`src/rtl/muldiv_unit_pkg.sv`:
```
// Shared ALU op codes and the multiply/divide sequencer state type.
// Imported by the ALU control decoder and by muldiv_unit.
package muldiv_unit_pkg;

  localparam logic [5:0] ALU_AND    = 6'b000000;
  localparam logic [5:0] ALU_OR     = 6'b000001;
  localparam logic [5:0] ALU_ADD    = 6'b000010;
  localparam logic [5:0] ALU_SLL    = 6'b000011;
  localparam logic [5:0] ALU_SRL    = 6'b000100;
  localparam logic [5:0] ALU_XOR    = 6'b000101;
  localparam logic [5:0] ALU_SUB    = 6'b000110;
  localparam logic [5:0] ALU_SRA    = 6'b000111;

  localparam logic [5:0] ALU_MUL    = 6'b010000;
  localparam logic [5:0] ALU_MULH   = 6'b010001;
  localparam logic [5:0] ALU_MULHSU = 6'b010010;
  localparam logic [5:0] ALU_MULHU  = 6'b010011;
  localparam logic [5:0] ALU_DIV    = 6'b010100;
  localparam logic [5:0] ALU_DIVU   = 6'b010101;
  localparam logic [5:0] ALU_REM    = 6'b010110;
  localparam logic [5:0] ALU_REMU   = 6'b010111;

  // op[5:3] value shared by every M-extension code
  localparam logic [2:0] ALU_MD_CLASS = 3'b010;

  typedef enum logic [1:0] {
    IDLE = 2'd0,
    CALC = 2'd1,
    FIX  = 2'd2,
    DONE = 2'd3
  } state_t;

endpackage

```
`src/rtl/muldiv_unit.sv`:
```
// Iterative radix-2 multiply/divide unit for the RISC-V M-extension ops.
// Constant latency of XLEN+2 cycles from the accepting start edge to done.
//
// state | meaning
// IDLE  | waiting for start with an M-extension op
// CALC  | XLEN shift-add (mul) or restoring shift-subtract (div) steps
// FIX   | sign correction and divide special cases
// DONE  | done pulse, result valid
module muldiv_unit
  import muldiv_unit_pkg::*;
#(
  parameter int XLEN = 32
) (
  input  logic            clk,
  input  logic            reset,
  input  logic            start,
  input  logic [5:0]      op,
  input  logic [XLEN-1:0] a,
  input  logic [XLEN-1:0] b,
  output logic            busy,
  output logic            done,
  output logic [XLEN-1:0] result
);

  localparam int CW = $clog2(XLEN) + 1;
  localparam int DW = 2 * XLEN;
  localparam logic [XLEN-1:0] XMIN = {1'b1, {(XLEN-1){1'b0}}};

  function automatic logic [DW-1:0] negate(input logic [DW-1:0] v);
    return ~v + DW'(1);
  endfunction

  state_t          state;
  logic [CW-1:0]   cnt;
  logic [2:0]      op_r;
  logic            sa;
  logic            sb;
  logic [XLEN-1:0] mb;
  logic [XLEN-1:0] ra;
  logic [XLEN-1:0] rb;
  logic [DW-1:0]   prod;
  logic [XLEN:0]   rem;
  logic [XLEN-1:0] quo;

  logic            a_sgn;
  logic            b_sgn;
  logic [XLEN-1:0] a_mag;
  logic [XLEN-1:0] b_mag;

  // Operand sign handling at accept time
  always_comb begin
    a_sgn = 1'b0;
    b_sgn = 1'b0;
    case (op)
      ALU_MULH, ALU_DIV, ALU_REM: begin
        a_sgn = a[XLEN-1];
        b_sgn = b[XLEN-1];
      end
      ALU_MULHSU: a_sgn = a[XLEN-1];
      default: ;
    endcase
    a_mag = a_sgn ? XLEN'(negate({{XLEN{1'b0}}, a})) : a;
    b_mag = b_sgn ? XLEN'(negate({{XLEN{1'b0}}, b})) : b;
  end

  logic [XLEN:0]   sum;
  logic [DW-1:0]   prod_nxt;
  logic [XLEN+1:0] trial;
  logic [XLEN:0]   rem_nxt;
  logic [XLEN-1:0] quo_nxt;

  // One iteration step of each datapath
  always_comb begin
    sum      = {1'b0, prod[DW-1:XLEN]} + {1'b0, mb};
    prod_nxt = prod[0] ? {sum, prod[XLEN-1:1]} : {1'b0, prod[DW-1:1]};
    trial    = {rem, quo[XLEN-1]} - {2'b00, mb};
    if (trial[XLEN+1]) begin
      rem_nxt = {rem[XLEN-1:0], quo[XLEN-1]};
      quo_nxt = {quo[XLEN-2:0], 1'b0};
    end else begin
      rem_nxt = trial[XLEN:0];
      quo_nxt = {quo[XLEN-2:0], 1'b1};
    end
  end

  logic [DW-1:0]   prod_fix;
  logic [XLEN-1:0] quo_fix;
  logic [XLEN-1:0] rem_fix;
  logic            div0;
  logic            ovf;
  logic [XLEN-1:0] fix_val;

  // Final value selection, consumed on the FIX edge
  always_comb begin
    prod_fix = (sa ^ sb) ? negate(prod) : prod;
    quo_fix  = (sa ^ sb) ? XLEN'(negate({{XLEN{1'b0}}, quo})) : quo;
    rem_fix  = sa ? XLEN'(negate({{XLEN{1'b0}}, rem[XLEN-1:0]})) : rem[XLEN-1:0];
    div0     = (rb == '0);
    ovf      = (ra == XMIN) && (rb == '1) && !op_r[0];
    fix_val  = '0;
    case (op_r)
      ALU_MUL[2:0]: fix_val = prod_fix[XLEN-1:0];
      ALU_MULH[2:0], ALU_MULHSU[2:0], ALU_MULHU[2:0]:
        fix_val = prod_fix[DW-1:XLEN];
      ALU_DIV[2:0], ALU_DIVU[2:0]:
        fix_val = div0 ? '1 : (ovf ? XMIN : quo_fix);
      default:
        fix_val = div0 ? ra : (ovf ? '0 : rem_fix);
    endcase
  end

  always_ff @(posedge clk) begin
    if (reset) begin
      state  <= IDLE;
      cnt    <= '0;
      op_r   <= '0;
      sa     <= 1'b0;
      sb     <= 1'b0;
      mb     <= '0;
      ra     <= '0;
      rb     <= '0;
      prod   <= '0;
      rem    <= '0;
      quo    <= '0;
      busy   <= 1'b0;
      done   <= 1'b0;
      result <= '0;
    end else begin
      case (state)
        IDLE: begin
          if (start && op[5:3] == ALU_MD_CLASS) begin
            state <= CALC;
            busy  <= 1'b1;
            cnt   <= CW'(XLEN);
            op_r  <= op[2:0];
            sa    <= a_sgn;
            sb    <= b_sgn;
            mb    <= b_mag;
            ra    <= a;
            rb    <= b;
            prod  <= {{XLEN{1'b0}}, a_mag};
            quo   <= a_mag;
            rem   <= '0;
          end
        end
        CALC: begin
          cnt <= cnt - CW'(1);
          if (op_r[2]) begin
            rem <= rem_nxt;
            quo <= quo_nxt;
          end else begin
            prod <= prod_nxt;
          end
          if (cnt == CW'(1)) state <= FIX;
        end
        FIX: begin
          state  <= DONE;
          done   <= 1'b1;
          result <= fix_val;
        end
        DONE: begin
          state <= IDLE;
          busy  <= 1'b0;
          done  <= 1'b0;
        end
        default: state <= IDLE;
      endcase
    end
  end

endmodule

```
`config.mk`:
```
export PLATFORM = sky130hd
export DESIGN_NAME = muldiv_unit
export DESIGN_NICKNAME = d
export VERILOG_FILES = /design/src/rtl/muldiv_unit_pkg.sv /design/src/rtl/muldiv_unit.sv
export SDC_FILE = /design/constraint.sdc
export NUM_CORES = 1
export LEC_CHECK = 0
export CAP_MARGIN = 10
export CORE_MARGIN = 3
export CORE_UTILIZATION = 61
export CTS_BUF_LIST = sky130_fd_sc_hd__clkbuf_4
export CTS_CLUSTER_DIAMETER = 100
export DETAILED_ROUTE_END_ITERATION = 7
export GPL_ROUTABILITY_DRIVEN = 0
export PLACE_DENSITY = 0.77
export SLEW_MARGIN = 40
export SYNTH_ARGS = -nofsm -noshare
export SYNTH_HDL_FRONTEND = slang
export SYNTH_SLANG_ARGS = --single-unit
```
`constraint.sdc`:
```
create_clock -name clk -period 6.7 [get_ports clk]
set_input_delay 1.005 -clock clk [delete_from_list [all_inputs] [get_ports clk]]
set_output_delay 1.005 -clock clk [all_outputs]
set_load 0.01 [all_outputs]
```
==> out/metrics.csv <==
metric;value;unit
async_flop_share;0;
grt_antenna_before_repair;2;
syn_area_per_cell;7.70;um2
clkLatencyLatePin;0.74;ns
portBuffers;106;
finalSetupViolCount;0;
final_cell_mix;nand2_1 (310), dfxtp_1 (271), a21oi_1 (224);
ctsHoldBuffers;0;
finalHoldWorstSlack;0.474;ns
max_freq;232;MHz
place_area;19900;um2
num_vias;19700;
clockPowerShare;0.253;
setup_tns;0;ns
cp_data_required_time;7.31;ns
drtAntennaViolNets;0;
nets;2631;
intPower;3.59;mW
fillers;2585;
drtIter0Drc;2848;
p_seq_frac;0.326;
yosys.cell_types.count;77;
ir_drop;0.000206;V
tightestPinTransition;0.856;ns
cp_slowest_cell;clkdlybuf4s50_1;
coreArea;29900;um2
yosysSeqAreaShare;0.292;
switching_share;0.440;
via_per_inst;6.74;
syn-num-nets;2566;
crit_chain;clkdlybuf4s50_1, nor4_2, nand3_1, or4_1, nor4_2, nand3b_1, or4_1, o41ai_1, xor2_1, and2_1, o41ai_1;
arrival;4.92;ns
syn-instance-count;2415;
clk_pin_slew;0.07;ns
layout.cells.most_common;nand2_1;
pwr_density_cell;306;nW/um2
drc;11;
power.switching;2.81;mW
area_delta_synth_final;12.3;%
grt_usage;0.391;
rsz0062_at_grt;no;
outcome;complete, but fails checks;
crit-reg2reg-launch;mb[0];
synth-seq-cells;271;
ctsResizeCount;0;
synthFlopType;dfxtp_1;
criticalPathCategory;in2reg;
pin_count;107;
crit_start;a[2];
yosysWarnings;0;
design_area;20900;um2
cts_tree;yes;
numClockSinks;271;
hold_viol;0;
die_h;181;um
die_area;32600;um2
min-delay-start;rb[18];
drv_cap;0;
layout.cells.non_filler;2927;
dp.cells;2788;
grt_pass1_vias;17900;
wl;67.0;mm
cts_buffer_depth;3;
violations;design-rule violations;
end_kind;register;
numCtsBuffers;78;
p_leak;7.77;nW
syn_area;18600;um2
slew_headroom;0.429;
ctsHtreeMaxLevel;3;
combPwrFrac;0.421;
critPathMaxFanout;6;
num_rows;63;
slew_viol_final;0;
dieWidth;181;um
overflow;0;
hpwl;49.2;mm
start_util;0.623;
layout-drive-gt1-share;0.0793;
drt_first_pass_iters;8;
wl_per_cell;22.9;um
finalClockSkew;0.0501;ns
grt_pass1_wl;102;mm
timing.final.crit_share;0.644;
worst_hold_path_type;reg2reg;
grt_max_degree;94;
min_period;4.32;ns
final_util;0.700;
cts-root-buf;clkbuf_4;
slowest_delay;0.58;ns
post_cts_buffers;0;
synth_edf_count;0;
start_kind;primary input;
## area by class of cell
class | count | area (um2) | area share
clock buffer | 114 | 856 | 0.0409
inverter | 71 | 267 | 0.0128
clock inverter | 22 | 139 | 0.00664
sequential | 271 | 5430 | 0.260
timing repair buffer | 134 | 1300 | 0.0620
tap | 390 | 488 | 0.0233
multi-input combinational | 1924 | 12400 | 0.595
antenna | 1 | 2.50 | 0.000120
## through the flow
stage          worst slack [ns]  total power, mW
2_1_floorplan              2.92             3.92
3_3_place_gp               1.86             4.63
3_5_place_dp               1.70             4.70
4_1_cts                    2.44             6.30
5_1_grt                    2.11             6.71
6_report                   2.38             6.40
## metal layers
metal,up-vias,share of wire,global-route usage
met2,1306,0.42,0.567
met4,2,0.077,0.254
li1,9020,-,-
met5,-,0.00018,0
met1,9111,0.39,0.512
met3,293,0.12,0.102
## path summary, 6_finish.rpt
kind | endpoint | slack (ns) | cells after the start
max | quo[29] | 2.38 | 11
min | rb[18] | 0.47 | 2
max reg2reg | prod[57] | 2.54 | 13
min reg2reg | rb[18] | 0.47 | 2
## state kept, by name, summed over array words and instances (netlist names), 6 cells and up
| signal | cells |
|---|---|
| result | 32 |
| ra | 32 |
| rem | 33 |
| rb | 31 |
| prod | 64 |
| cnt | 6 |
| quo | 32 |
| mb | 32 |
## cell usage after synthesis (all sizes together), types with 7 or more instances
| master | number | share of area |
|---|---|---|
| o211ai | 24 | 0.0097 |
| dfxtp | 271 | 0.29 |
| o31ai | 56 | 0.023 |
| a22oi | 29 | 0.012 |
| nor3 | 65 | 0.018 |
| a21o | 32 | 0.013 |
| nor2 | 217 | 0.044 |
| o21bai | 7 | 0.0028 |
| a32o | 8 | 0.0043 |
| or3 | 15 | 0.0053 |
| mux2i | 39 | 0.021 |
| and2 | 13 | 0.0044 |
| nand2 | 310 | 0.063 |
| xnor2 | 146 | 0.069 |
| o22ai | 8 | 0.0027 |
| clkbuf | 140 | 0.028 |
| o41ai | 29 | 0.015 |
| a21oi | 225 | 0.061 |
| nand2b | 32 | 0.011 |
| or4 | 27 | 0.011 |
| nand3b | 10 | 0.0040 |
| a221oi | 23 | 0.011 |
| xor2 | 93 | 0.044 |
| inv | 70 | 0.014 |
| or2 | 8 | 0.0027 |
| nor2b | 15 | 0.0050 |
| ha | 76 | 0.051 |
| buf | 9 | 0.0026 |
| and3 | 11 | 0.0037 |
| o21ai | 136 | 0.037 |
| o221ai | 12 | 0.0056 |
| mux2 | 9 | 0.0054 |
| nor4 | 40 | 0.014 |
| a31oi | 15 | 0.0050 |
| nand4 | 17 | 0.0061 |
| a221o | 10 | 0.0054 |
| a222oi | 38 | 0.020 |
| nand3 | 22 | 0.0059 |
| a211oi | 51 | 0.021 |
## logic make-up after synthesis
logic type,Yosys count,share of synthesized area
AOI/OAI and AO/OA,743,0.266
DFF,271,0.292
xor gates and xnor gates,239,0.113
adders and majority gates,78,0.0533
muxes,48,0.0264
buffers and inverters,220,0.0452
and+or+nand+nor,816,0.205
## power by group through the flow
stage,clock (mW),combinational [mW],sequential [mW]
final,1.62,2.70,2.08
after global routing,1.71,2.90,2.10
after CTS,1.62,2.61,2.07
after detailed placement,0,2.60,2.10
after global placement,0,2.54,2.09
after floorplan,0,1.92,2.00
## critical path, delay by kind of cell
family,cells,cell delay [ns]
XOR/XNOR,1,0.14
AND/OR/NAND/NOR,7,2.54
AO/OA/AOI/OAI,2,0.64
buffers and inverters,1,0.58
Power figures use the tool's default switching activity.
